[src/rtl/regfile_dump.sv]
// Walks every register-file address through the shared read port and streams
// {address, data} beats on a valid/ready interface, summing the sent data.
module regfile_dump #(
    parameter int DATA_WIDTH = 32,
    parameter int ADDR_WIDTH = 5,
    parameter int REG_COUNT  = 32
) (
    input  logic                  clk,
    input  logic                  rst_n,
    input  logic                  start,
    output logic                  busy,
    output logic [ADDR_WIDTH-1:0] rd_addr,
    input  logic [DATA_WIDTH-1:0] rd_data,
    output logic                  m_valid,
    input  logic                  m_ready,
    output logic [ADDR_WIDTH-1:0] m_addr,
    output logic [DATA_WIDTH-1:0] m_data,
    output logic                  m_last,
    output logic                  done,
    output logic [DATA_WIDTH-1:0] checksum
);

    typedef enum logic [1:0] {IDLE, LOAD, SEND, DONE} state_t;

    localparam logic [ADDR_WIDTH-1:0] LAST_IDX = ADDR_WIDTH'(REG_COUNT - 1);

    state_t                state;
    state_t                state_nxt;
    logic [ADDR_WIDTH-1:0] idx;
    logic                  hs;

    // Checksum is a plain modular sum; overflow wraps by design.
    function automatic logic [DATA_WIDTH-1:0] wrap_add(
        input logic [DATA_WIDTH-1:0] a,
        input logic [DATA_WIDTH-1:0] b
    );
        return a + b;
    endfunction

    assign hs   = m_valid & m_ready;
    assign busy = (state != IDLE);

    always_ff @(posedge clk or negedge rst_n) begin
        if (!rst_n) begin
            state <= IDLE;
        end else begin
            state <= state_nxt;
        end
    end

    always_comb begin
        state_nxt = state;
        case (state)
            IDLE:    if (start) state_nxt = LOAD;
            LOAD:    state_nxt = SEND;
            SEND:    if (hs) state_nxt = m_last ? DONE : LOAD;
            DONE:    state_nxt = IDLE;
            default: state_nxt = IDLE;
        endcase
    end

    always_ff @(posedge clk or negedge rst_n) begin
        if (!rst_n) begin
            idx      <= '0;
            rd_addr  <= '0;
            m_valid  <= 1'b0;
            m_addr   <= '0;
            m_data   <= '0;
            m_last   <= 1'b0;
            done     <= 1'b0;
            checksum <= '0;
        end else begin
            done <= 1'b0;
            case (state)
                IDLE: begin
                    if (start) begin
                        idx      <= '0;
                        rd_addr  <= '0;
                        checksum <= '0;
                    end
                end
                // rd_addr has been stable for a full cycle here, so rd_data is the settled read
                LOAD: begin
                    m_data  <= rd_data;
                    m_addr  <= idx;
                    m_last  <= (idx == LAST_IDX);
                    m_valid <= 1'b1;
                end
                SEND: begin
                    if (hs) begin
                        checksum <= wrap_add(checksum, m_data);
                        m_valid  <= 1'b0;
                        if (m_last) begin
                            done <= 1'b1;
                        end else begin
                            idx     <= idx + ADDR_WIDTH'(1);
                            rd_addr <= idx + ADDR_WIDTH'(1);
                        end
                    end
                end
                DONE: begin
                    m_last <= 1'b0;
                end
                default: ;
            endcase
        end
    end

endmodule

[config.mk]
export PLATFORM = sky130hd
export DESIGN_NAME = regfile_dump
export DESIGN_NICKNAME = d
export VERILOG_FILES = /design/src/rtl/regfile_dump.sv
export SDC_FILE = /design/constraint.sdc
export NUM_CORES = 1
export LEC_CHECK = 0
export CORE_MARGIN = 2
export CORE_UTILIZATION = 50
export CTS_CLUSTER_SIZE = 10
export DETAILED_ROUTE_END_ITERATION = 10
export HOLD_SLACK_MARGIN = 0.03
export PLACE_DENSITY = 0.92
export RECOVER_POWER = 50
export SLEW_MARGIN = 20
export SYNTH_ARGS = -nofsm -noshare
export SYNTH_HDL_FRONTEND = slang
export SYNTH_SLANG_ARGS = --single-unit
[constraint.sdc]
create_clock -name clk -period 3.5 [get_ports clk]
set_input_delay 0.525 -clock clk [delete_from_list [all_inputs] [get_ports clk]]
set_output_delay 0.525 -clock clk [all_outputs]
set_load 0.02 [all_outputs]
# Yosys cells after proc, flatten, opt, wreduce, memory -nomap -nowiden

Cells that the tools add are included.

Add/subtract/negate cells: 2
Eq/ne operators: 7
Multiplexer cells: 17
Bitwise logic cells: 1
Reduce and logical (&&, ||, !) cells: 9

Operator list:

| kind                                           | number |
|---|---|
| 2-to-1 mux 32 bit                              | 2 |
| case mux 32 bit (2 select lines)               | 1 |
| adder 32 bit                                   | 1 |
| 2-to-1 mux 5 bit                               | 3 |
| case mux 5 bit (2 select lines)                | 1 |
| case mux 2 bit (4 select lines)                | 1 |
| nonzero test 2 bit                             | 4 |
| 2-to-1 mux 2 bit                               | 3 |
| inequality test 2 bit (second input constant)  | 3 |
| adder 5 x 1 -> 5 bit (second input constant)   | 1 |
| == test 5 bit (second input constant)          | 1 |
| == test 2 bit (second input constant)          | 2 |
| 2-to-1 mux 1 bit                               | 4 |
| case mux 1 bit (2 select lines)                | 2 |
| AND reduction 2 bit                            | 2 |
| AND reduction 4 bit                            | 1 |
| AND reduction 3 bit                            | 1 |
| == test 2 x 1 -> 1 bit (second input constant) | 1 |
| logical NOT 2 bit                              | 1 |
| AND 1 bit                                      | 1 |

Register bits: 79
Bits of input ports: 36
Output and inout bits: 78

# Depth between registers and ports, before layout

Gate-level depths: netlist (run 1).

Depth in word-level cells: 4
Mapped depth: 12
Depth with buffers taken out: 12

# Least setup slack after synthesis (run 1)

Ideal clock, no wire load.

Path type: register to register
Start: register checksum[0]
End: register checksum[24]
Data arrival time: 2.534 ns
Required time: 3.379 ns
Path slack: 0.845 ns
Stages on the path, launching flop included: 13
Period minus slack after synthesis: 2.655 ns
Path through: dfrtp_1 > ha_1 > inv_1 > fa_1 > nor2b_4 > o31a_1 > o31ai_2 > a31oi_2 > a41oi_2 > a21bo_1 > nor2b_4 > xnor2_1 > a22o_1

Word-level cells in the longest chain between the ends: 3

RTL lines:

| element                          | RTL line | source |
|---|---|---|
| start, declared                  | 20       | `output logic [DATA_WIDTH-1:0] checksum` |
| start signal, assigned           | 91       | `checksum <= wrap_add(checksum, m_data);` |
| adder 32 bit                     | 37       | `return a + b;` |
| 2-to-1 mux 32 bit                | 90       | `if (hs) begin` |
| case mux 32 bit (2 select lines) | 74       | `case (state)` |

Every way passes these cells. The select of a mux whose other input is x is not followed.
A chain may end at the register's enable or synchronous reset.

# Worst setup path after layout (run 1)

Start: register m_data[0]
End: register checksum[28]

Word-level cells in the longest chain between the ends: 3

RTL lines:

| element                          | RTL line | source |
|---|---|---|
| start, declared                  | 17       | `output logic [DATA_WIDTH-1:0] m_data,` |
| start signal, assigned           | 84       | `m_data <= rd_data;` |
| adder 32 bit                     | 37       |  |
| 2-to-1 mux 32 bit                | 90       |  |
| case mux 32 bit (2 select lines) | 74       |  |

Every way passes these cells. The select of a mux whose other input is x is not followed.

==> results of run 1 <==
-- cell usage in the layout, fill, tap and decap left out, types with 5 or more instances in the layout --
cell type / n
xor2_1: 13
dlygate4sd3_1: 7
clkdlybuf4s50_1: 105
a21oi_1: 30
xnor2_1: 15
o21ai_0: 13
clkbuf_8: 11
a21o_1: 23
a22o_1: 28
nand2_1: 23
mux2_2: 36
nor3_1: 5
dfrtp_1: 79
ha_1: 33
nor2_1: 19
nor2b_1: 5
inv_1: 10
-- worst max-delay path: stages, from the launching register on --
cell,delay (ns)
dfrtp_1,0.41
ha_1,0.24
inv_1,0.08
fa_1,0.24
nor2b_4,0.06
o31a_1,0.29
o31ai_2,0.29
a31oi_2,0.19
a41oi_2,0.33
a21bo_1,0.19
o21bai_2,0.07
xor2_1,0.15
a22o_1,0.18
-- cells by family (layout without fill, tap and decap cells) --
logic type               Yosys count  after routing
XOR/XNOR                          28             28
adder cells (fa/ha/maj)           34             34
buffers and inverters             24            141
multiplexers                      36             36
flip-flops                        79             79
AND/OR/NAND/NOR                   80             80
AO/OA/AOI/OAI                    129            129
-- per-stage QoR --
step	power (µW)	instance area [µm²]	std cells
after floorplan	4383	4549	410
after global placement	5585	5788	619
after detailed placement	5772	5788	619
after CTS	6510	5986	634
after global routing	6953	6001	635
final	6527	6001	635
-- flip-flops by register name (all words and copies together), names as in the netlist --
name and flops:
checksum 32, m_data 32, idx 5, m_addr 5, state 2, done 1
m_last 1, m_valid 1
-- final timing paths --
kind / startpoint / endpoint / slack [ns] / depth (start not counted)
setup / recovery: m_data[0]$_DFFE_PN0P_ / checksum[28]$_DFFE_PN0P_ / 0.69 / 12
hold / removal: m_addr[0]$_DFFE_PN0P_ / m_addr[0]$_DFFE_PN0P_ / 0.50 / 1
setup reg to reg: m_data[0]$_DFFE_PN0P_ / checksum[28]$_DFFE_PN0P_ / 0.69 / 12
hold reg to reg: m_addr[0]$_DFFE_PN0P_ / m_addr[0]$_DFFE_PN0P_ / 0.50 / 1
max in group asynchronous: rst_n / idx[1]$_DFFE_PN0P_ / 1.61 / 1
min in group asynchronous: rst_n / m_data[17]$_DFFE_PN0P_ / 0.72 / 1
-- routing by layer --
metal | up-vias | share of wire [%] | global-route usage, %
li1 | 1747 | - | -
met1 | 1812 | 42 | 28.69
met2 | 133 | 51 | 39.66
met3 | 17 | 5.5 | 4.708
met4 | 0 | 1.7 | 9.378
met5 | - | 0 | 0
-- power breakdown --
part	switching, µW	leakage (µW)	internal, µW
clock network	331	0.0000985	364
logic	2210	0.00170	1970
registers	360	0.00101	1300
-- final cells by class --
| cell class | instances | area (µm²) |
|---|---|---|
| Timing Repair Buffer | 116 | 1169 |
| Fill cell | 643 | 2763 |
| Sequential cell | 79 | 1977 |
| Multi-Input combinational cell | 307 | 2485 |
| Clock inverter | 3 | 42.54 |
| Tap cell | 108 | 135.1 |
| Inverter | 10 | 37.54 |
| Clock buffer | 12 | 155.1 |
==> results by group, run 1 <==
STA
  – Setup ws final: 0.6862 ns
  – Final min period: 2.814 ns
  – Fin Clk Skew: 0.01011 ns
  – Worst slew pin tran: 2.044 ns
  – Slew Limit Fails: 101
  – Slew headroom: -36.54%
  – Fmax: 0.3554 GHz
  – Setup violators final: 0
  – Final number of hold-violating endpoints: 0
  – Fin crit share: 80.39%
  – Post-Route Setup TNS: 0 ns
  – Unrepaired setup endpoints after global routing: false
  – Fin Hold WS: 0.5031 ns

Global routing
  – Vias in the first global route: 3898
  – Largest net degree at the start of global routing: 80
  – Global-route wire length before repair: 18510 µm
  – Gr ovfl total: 0
  – Antenna violations before repair: 0
  – GR Util All Layers: 23.15%

Drt
  – Final wirelength: 11160 µm
  – Total number of vias: 3709
  – DR iter-0 viols: 112
  – DRT Pass-1 Iters: 4
  – Vias per inst: 5.841
  – DRT antenna net count: 0
  – Wire per inst: 17.58 µm
  – Residual DRC: 0

Placement
  – DP HPWL: 7933 µm
  – Port Buffers: 113
  – DP Worst Slack: 0.6769 ns
  – GPL Wtd Cong: 0.8743

Floorplanning
  – Die area: 9877 µm²
  – Core area: 8763 µm²
  – Initial Util: 51.91%
  – IO Count: 114
  – Die X-Extent: 99.39 µm
  – Die H: 99.39 µm
  – Rows: 34

Clock network
  – Clk pin slew, worst setup/hold paths: 0.08 ns
  – PostCTS Resize Cnt: 0
  – CTS buffer count: 9
  – Postcts setup bufs: 0
  – CTS tree: yes
  – Sink Count: 79
  – Post-CTS Hold Fix Bufs: 0
  – CTS Buffer Depth: 2
  – H-Tree Depth: 3
  – Worst skew pair latency: 0.36 ns
  – Clock root cell: clkbuf_8

Setup path
  – Worst Path Required: 3.75 ns
  – CP Launch Type: flop
  – CP Class: flop to flop
  – Crit. End Element: flop
  – CP Data Arrival Time: 3.06 ns
  – CP max FO: 4

Yosys
  – Post-Synth XOR/XNOR Area: 5.391%
  – Complex-gate fraction of the synthesized area: 21.45%
  – Cell taking the most area after synthesis: dfrtp_1
  – Synth warn: 0
  – Top-count cell post-synth: dfrtp_1
  – Area contributors post-synth: dfrtp_1, ha_1, mux2_2, a22o_1, a21o_1
  – Syn Inst Count: 410
  – Syn_nets: 480
  – Post-synth top cells: dfrtp_1, mux2_2, ha_1, a21oi_1, a22o_1
  – Simple-gate share of the synthesized area: 9.296%
  – Cell Area, Synth: 4549 µm²
  – Synth cell types: 54
  – EDFF count, synth: 0
  – Yosys reg bits: 79
  – Synth Area in Adders: 9.516%
  – Post-synth top area share: 43.45%
  – Post-synthesis sequential area ratio: 43.45%
  – Top_reg_cell synth: dfrtp_1
  – Avg Cell Area, Syn: 11.10 µm²
  – Largest family of logic cells by synthesized area: compound AO/OA/AOI/OAI gates
  – Post-synthesis mux area share: 8.911%
  – Fraction of registers with async set or reset after synthesis: 100.0%

Min path
  – Hold crit path type: flop to flop

Cells and area
  – Layout cell share with drive strength beyond 1: 13.66%
  – Post-layout util: 68.48%
  – Diode count: 0
  – Area grow syn2layout: 31.90%
  – Nets@finish: 593

Power and ir drop
  – Lkg Pwr: 0.002816 µW
  – Peak VDD IR: 0.6738 mV
  – Pwr/cell area: 1088 nW/µm²

Run
  – Total of max-cap violations: 2

Outcome
  – Status: finished, violations left
  – Violated checks: max-capacitance violations, max-slew violations
Note: power is estimated with default switching activity, not from simulation.
==> run 2, diff against run 1 <==
--- a/config.mk
+++ b/config.mk
@@ -6,11 +6,11 @@
 export NUM_CORES = 1
 export LEC_CHECK = 0
 export CORE_MARGIN = 2
-export CORE_UTILIZATION = 50
+export CORE_UTILIZATION = 45
 export CTS_CLUSTER_SIZE = 10
 export DETAILED_ROUTE_END_ITERATION = 10
 export HOLD_SLACK_MARGIN = 0.03
-export PLACE_DENSITY = 0.92
+export PLACE_DENSITY = 0.88
 export RECOVER_POWER = 50
 export SLEW_MARGIN = 20
 export SYNTH_ARGS = -nofsm -noshare
==> constraint.sdc (replaced) <==
create_clock -name clk -period 2.3 [get_ports clk]
set_input_delay 0.345 -clock clk [delete_from_list [all_inputs] [get_ports clk]]
set_output_delay 0.345 -clock clk [all_outputs]
set_load 0.02 [all_outputs]
==> run 2 against run 1 <==
The run ends with negative setup slack left; register-to-register slack worse by 1.0 ns; sequential share of layout area is 5.4 points lower; final area is 20% higher; combinational power is 100% higher; critical path type unchanged.
==> results by group, run 2 (synthesis results as in run 1) <==
Outcome
  – Status: finished, violations left
  – Violated checks: negative setup slack

Cells and area
  – Most common cell after layout, fill and taps aside: clkdlybuf4s50_1
  – Diode count: 0
  – Area grow syn2layout: 57.92%
  – Nets@finish: 702
  – Largest regs: checksum: 32 flops, m_data: 32 flops
  – Layout cell share with drive strength beyond 1: 34.54%
  – Most frequent cells in the layout: clkdlybuf4s50_1, buf_4, dfrtp_1

Clock network
  – Clock root cell: clkbuf_8
  – CTS Buffer Depth: 2
  – Worst skew pair latency: 0.37 ns
  – CTS buffer count: 9
  – Sink Count: 79
  – CTS tree: yes
  – Clk pin slew, worst setup/hold paths: 0.09 ns
  – H-Tree Depth: 3

Drt
  – Residual DRC: 0
  – Final wirelength: 13320 µm
  – Total number of vias: 4171
  – Wire per inst: 17.30 µm
  – DRT Pass-1 Iters: 4
  – Vias per inst: 5.417
  – DR iter-0 viols: 152
  – DRT antenna net count: 0

Floorplanning
  – Die area: 10930 µm²
  – Initial Util: 46.54%
  – Die X-Extent: 104.5 µm
  – Die H: 104.5 µm
  – Rows: 36
  – IO Count: 114
  – Core area: 9774 µm²

Setup path
  – Critical path's slowest cell: dfrtp_2
  – Worst Path Required: 2.56 ns
  – Critical Path Max Stage Delay: 0.44 ns
  – CP Data Arrival Time: 2.92 ns
  – CP Launch Type: flop
  – CP Class: flop to flop
  – Worst reg2reg startpoint: checksum[0]$_DFFE_PN0P_
  – Crit. End Element: flop
  – CP max FO: 2
  – CP Launch Point: checksum[0]$_DFFE_PN0P_
  – Flop2flop setup slack: -0.36 ns
  – Crit-path cells: ha_4 > inv_4 > fa_2 > nor2b_4 > o31a_1 > o31ai_4 > a31oi_4 > buf_4 > a21o_1 > a211o_1 > a32o_1

Min path
  – Hold_sp: m_addr[1]$_DFFE_PN0P_
  – Hold crit path type: flop to flop

Global routing
  – GR Util All Layers: 24.08%
  – Vias in the first global route: 4372
  – Global-route wire length before repair: 21250 µm
  – Largest net degree at the start of global routing: 49
  – Gr ovfl total: 0
  – Antenna violations before repair: 0

STA
  – Final min period: 2.661 ns
  – Fin crit share: 115.7%
  – Fmax: 0.3758 GHz
  – Fin Clk Skew: 0.01576 ns
  – Worst slew pin tran: 0.9643 ns
  – Unrepaired setup endpoints after global routing: true
  – Post-Route Setup TNS: -3.665 ns
  – Slew Limit Fails: 0
  – Final number of hold-violating endpoints: 0
  – Setup ws final: -0.3608 ns
  – Slew headroom: 35.71%
  – Setup violators final: 20

Power and ir drop
  – Clock share of power: 9.5%
  – Gate power share: 69.7%
  – Lkg Pwr: 0.003366 µW
  – Peak VDD IR: 0.8150 mV
  – Pint: 7065 µW
  – Pwr/cell area: 1702 nW/µm²
  – Sequential fraction of design power: 20.8%
  – Sw Ratio: 42.21%
  – Net Switching: 5162 µW

Placement
  – DP Worst Slack: -0.3510 ns
  – GPL Wtd Cong: 0.8925
  – Port Buffers: 113
  – DP HPWL: 9186 µm

Run
  – Total of max-cap violations: 0
## run 2: cell count changes in the layout (fill, tap and decap cells not counted), moves of 7 or more
cell	previous run	this run
buf_6	0	7
buf_4	2	101
ha_4	0	12
ha_1	33	21
## run 2: worst max-delay path: cells and delay by family, from the launching register on
kind,cells,cell delay (ns)
and+or+nand+nor,1,0.05
DFF,1,0.44
AOI/OAI and AO/OA,6,1.44
buffers and inverters,2,0.21
adders and majority gates,2,0.42
## run 2: final cells by class
class / instances / area [µm²]
Clock buffer: 9 / 123.9
Fill cell: 661 / 2590
Sequential cell: 79 / 1982
Timing Repair Buffer: 225 / 1989
Multi-Input combinational cell: 307 / 2786
Tap cell: 133 / 166.4
Inverter: 10 / 40.04
Clock inverter: 7 / 96.34
## run 2: final timing paths
check,to,depth (start not counted)
max,checksum[22]$_DFFE_PN0P_,11
min in group asynchronous,checksum[13]$_DFFE_PN0P_,2
min,m_addr[1]$_DFFE_PN0P_,1
max reg2reg,checksum[22]$_DFFE_PN0P_,11
min reg2reg,m_addr[1]$_DFFE_PN0P_,1
max in group asynchronous,m_addr[4]$_DFFE_PN0P_,3
## run 2: what timing repair did
action / CTS / global route
gates resized for setup: 19 / 24
hold buffers: 1 / 0
pin swaps: 18 / 28
hold endpoints to repair: 31 / 0
setup buffers: 13 / 9
endpoints found under the setup margin: 19 / 22
cloned: 0 / 0
## run 2: power groups by stage
stage	combinational (µW)	sequential (µW)	clock (µW)
after floorplan	3670	3170	0
after global placement	7380	2480	0
after detailed placement	7690	2520	0
after CTS	8020	2510	1180
after global routing	9080	2620	1250
final	8520	2540	1160
## run 2: layer usage
layer  vias to the layer above  GRT usage [%]  share of wire [%]
li1                       1967              -                  -
met2                       137          42.81                 51
met5                         -              0                  0
met1                      2043          28.34                 42
met4                         0          8.591                1.6
met3                        24          5.614                5.4
## run 2: stage by stage
stage	instances	total power [µW]	util (%)	hold WS (ns)	area, µm²
finish	770	12230	73.50	0.5163	7184
global route	770	12960	73.50	0.5249	7184
CTS	762	11710	71.63	0.4855	7002
detailed placement	732	10210	67.37	0.3299	6585
global placement	732	9857	67.37	0.3216	6585
floorplan	410	6837	-	0.04941	4642
==> run 3, diff against run 2 <==
--- a/config.mk
+++ b/config.mk
@@ -5,6 +5,7 @@
 export SDC_FILE = /design/constraint.sdc
 export NUM_CORES = 1
 export LEC_CHECK = 0
+export CORE_ASPECT_RATIO = 0.8
 export CORE_MARGIN = 2
 export CORE_UTILIZATION = 45
 export CTS_CLUSTER_SIZE = 10
==> run 3 against run 2 <==
The flow still finishes with violations (negative setup slack); final area is 0.84% higher; clock-buffer cell count grew 2; worst setup slack improved by 0.032 ns; power up 3.9%; maximum frequency increased by 1.2%; combinational power is 2% higher; largest cell class unchanged.
==> results by group, run 3 (synthesis results as in run 1) <==
Setup path
  – Critical path's slowest cell: dfrtp_2
  – Crit-path cells: ha_4 > inv_2 > fa_2 > nor2b_4 > o31a_1 > o31ai_4 > buf_4 > nand2_2 > a21o_1 > a21o_1 > a21oi_2 > xnor2_1 > a22o_1
  – CP Class: flop to flop
  – Crit. End Element: flop
  – CP delay by family, top: compound AO/OA/AOI/OAI gates
  – CP bufs+invs: 2
  – CP max FO: 2
  – Flop2flop setup slack: -0.33 ns
  – Critical Path Max Stage Delay: 0.42 ns
  – Worst r2r dst: checksum[18]$_DFFE_PN0P_
  – Critical path's most frequent cell: a21o_1
  – Worst reg2reg startpoint: checksum[0]$_DFFE_PN0P_
  – R2R depth: 13
  – Worst Path Required: 2.53 ns
  – CP Launch Type: flop
  – CP Data Arrival Time: 2.86 ns

Clock network
  – CTS buffer count: 9
  – Clock root cell: clkbuf_16
  – Clk pin slew, worst setup/hold paths: 0.06 ns
  – CTS Buffer Depth: 2
  – Sink Count: 79
  – CTS tree: yes
  – H-Tree Depth: 3
  – Worst skew pair latency: 0.35 ns

Floorplanning
  – Rows: 32
  – Die H: 93.93 µm
  – Die X-Extent: 116.4 µm
  – Initial Util: 46.76%
  – Core area: 9729 µm²
  – IO Count: 114
  – Die area: 10930 µm²

STA
  – Fin Clk Skew: 0.005813 ns
  – Fin Hold WS: 0.5181 ns
  – Unrepaired setup endpoints after global routing: true
  – Final min period: 2.629 ns
  – Slew headroom: 12.96%
  – Setup violators final: 20
  – Fin crit share: 114.3%
  – Final number of hold-violating endpoints: 0
  – Setup ws final: -0.3287 ns
  – Fmax: 0.3804 GHz
  – Slew Limit Fails: 0
  – Post-Route Setup TNS: -3.935 ns
  – Worst slew pin tran: 1.306 ns

Placement
  – DP Worst Slack: -0.3393 ns
  – DP HPWL: 9563 µm
  – Port Buffers: 113
  – GPL Wtd Cong: 0.8711

Run
  – Total of max-cap violations: 0

Min path
  – Hold path endpoint: m_addr[0]$_DFFE_PN0P_
  – Worst Hold Path Cells: 1
  – Hold_sp: m_addr[0]$_DFFE_PN0P_
  – Hold crit path type: flop to flop

Outcome
  – Status: finished, violations left
  – Violated checks: negative setup slack

Cells and area
  – Diode count: 0
  – Layout cell share with drive strength beyond 1: 33.23%
  – Most common cell after layout, fill and taps aside: clkdlybuf4s50_1
  – Nets@finish: 701
  – Fillers: 632
  – Most frequent cells in the layout: clkdlybuf4s50_1, buf_4, dfrtp_1
  – Area grow syn2layout: 59.24%
  – Post-layout util: 74.46%
  – Largest regs: checksum: 32 flops, m_data: 32 flops

Global routing
  – Largest net degree at the start of global routing: 42
  – Antenna violations before repair: 0
  – Vias in the first global route: 4649
  – Global-route wire length before repair: 22960 µm
  – GR Util All Layers: 27.17%
  – Gr ovfl total: 0

Power and ir drop
  – Pwr/cell area: 1753 nW/µm²
  – Lkg Pwr: 0.003385 µW
  – Power, Total: 12700 µW
  – Peak VDD IR: 1.020 mV

Drt
  – Vias per inst: 5.637
  – Residual DRC: 0
  – DR iter-0 viols: 185
  – Wire per inst: 18.38 µm
  – DRT antenna net count: 0
  – Final wirelength: 14170 µm
  – DRT Pass-1 Iters: 5
  – Total number of vias: 4346
run 3: cell types whose count changed in the layout (fill, tap and decap cells not counted), moves of 4 or more:
| cell | previous run | this run |
|---|---|---|
| o21ai_1 | 0 | 4 |
| clkbuf_16 | 0 | 9 |
| buf_6 | 7 | 11 |
| buf_4 | 101 | 96 |
| clkbuf_8 | 9 | 1 |
run 3: what timing repair did:
action                                  CTS  global route
endpoints found under the setup margin   18            21
setup buffers                            18             6
endpoints found under the hold margin    40             0
pin swaps                                26            28
hold buffers                              1             0
resized for setup                        28            17
run 3: layout make-up:
type                       count  area [µm²]  area share, %
timing repair buffer         224        1996          27.55
clock buffer                  11       242.7          3.351
inverter                      10       37.54         0.5181
clock inverter                 4       47.55         0.6563
tap                          136       170.2          2.349
sequential                    79        1983          27.37
multi-input combinational    307        2768          38.20
run 3: metal layers:
metal / vias up / track usage (%) / part of all wire (%)
met5: - / 0 / 0
met4: 0 / 12.10 / 2.7
met3: 38 / 6.774 / 6.1
met2: 179 / 46.90 / 50
met1: 2161 / 31.87 / 41
li1: 1968 / - / -
run 3: per-stage QoR:
step                      cell area [µm²]  instances
after floorplan                      4642        410
after global placement               6581        734
after detailed placement             6581        734
after CTS                            7173        767
after global routing                 7244        771
final                                7244        771
run 3: report_power, final:
| group | leakage, µW | switching (µW) | total, µW | internal, µW |
|---|---|---|---|---|
| combinational | 0.00224 | 4180 | 8700 | 4520 |
| sequential | 0.00101 | 580 | 2570 | 1990 |
| clock | 0.000141 | 577 | 1440 | 861 |
| total | 0.00338 | 5330 | 12700 | 7370 |
run 3: worst max path at each step:
stage / from / end / slack (ns) / depth (start not counted)
detailed placement: m_data[0]$_DFFE_PN0P_ / checksum[28]$_DFFE_PN0P_ / -0.34 / 12
finish: checksum[0]$_DFFE_PN0P_ / checksum[18]$_DFFE_PN0P_ / -0.33 / 13
floorplan: m_data[0]$_DFFE_PN0P_ / checksum[24]$_DFFE_PN0P_ / -0.21 / 12
global route: m_data[0]$_DFFE_PN0P_ / checksum[18]$_DFFE_PN0P_ / -0.44 / 13
CTS: m_data[0]$_DFFE_PN0P_ / checksum[22]$_DFFE_PN0P_ / -0.31 / 11
global placement: m_data[0]$_DFFE_PN0P_ / checksum[28]$_DFFE_PN0P_ / -0.27 / 12
run 3: worst register-to-register path, stage by stage, from the launching register on:
cell	delay, ns
dfrtp_2	0.42
ha_4	0.17
inv_2	0.05
fa_2	0.24
nor2b_4	0.05
o31a_1	0.28
o31ai_4	0.32
buf_4	0.16
nand2_2	0.05
a21o_1	0.18
a21o_1	0.18
a21oi_2	0.15
xnor2_1	0.09
a22o_1	0.18
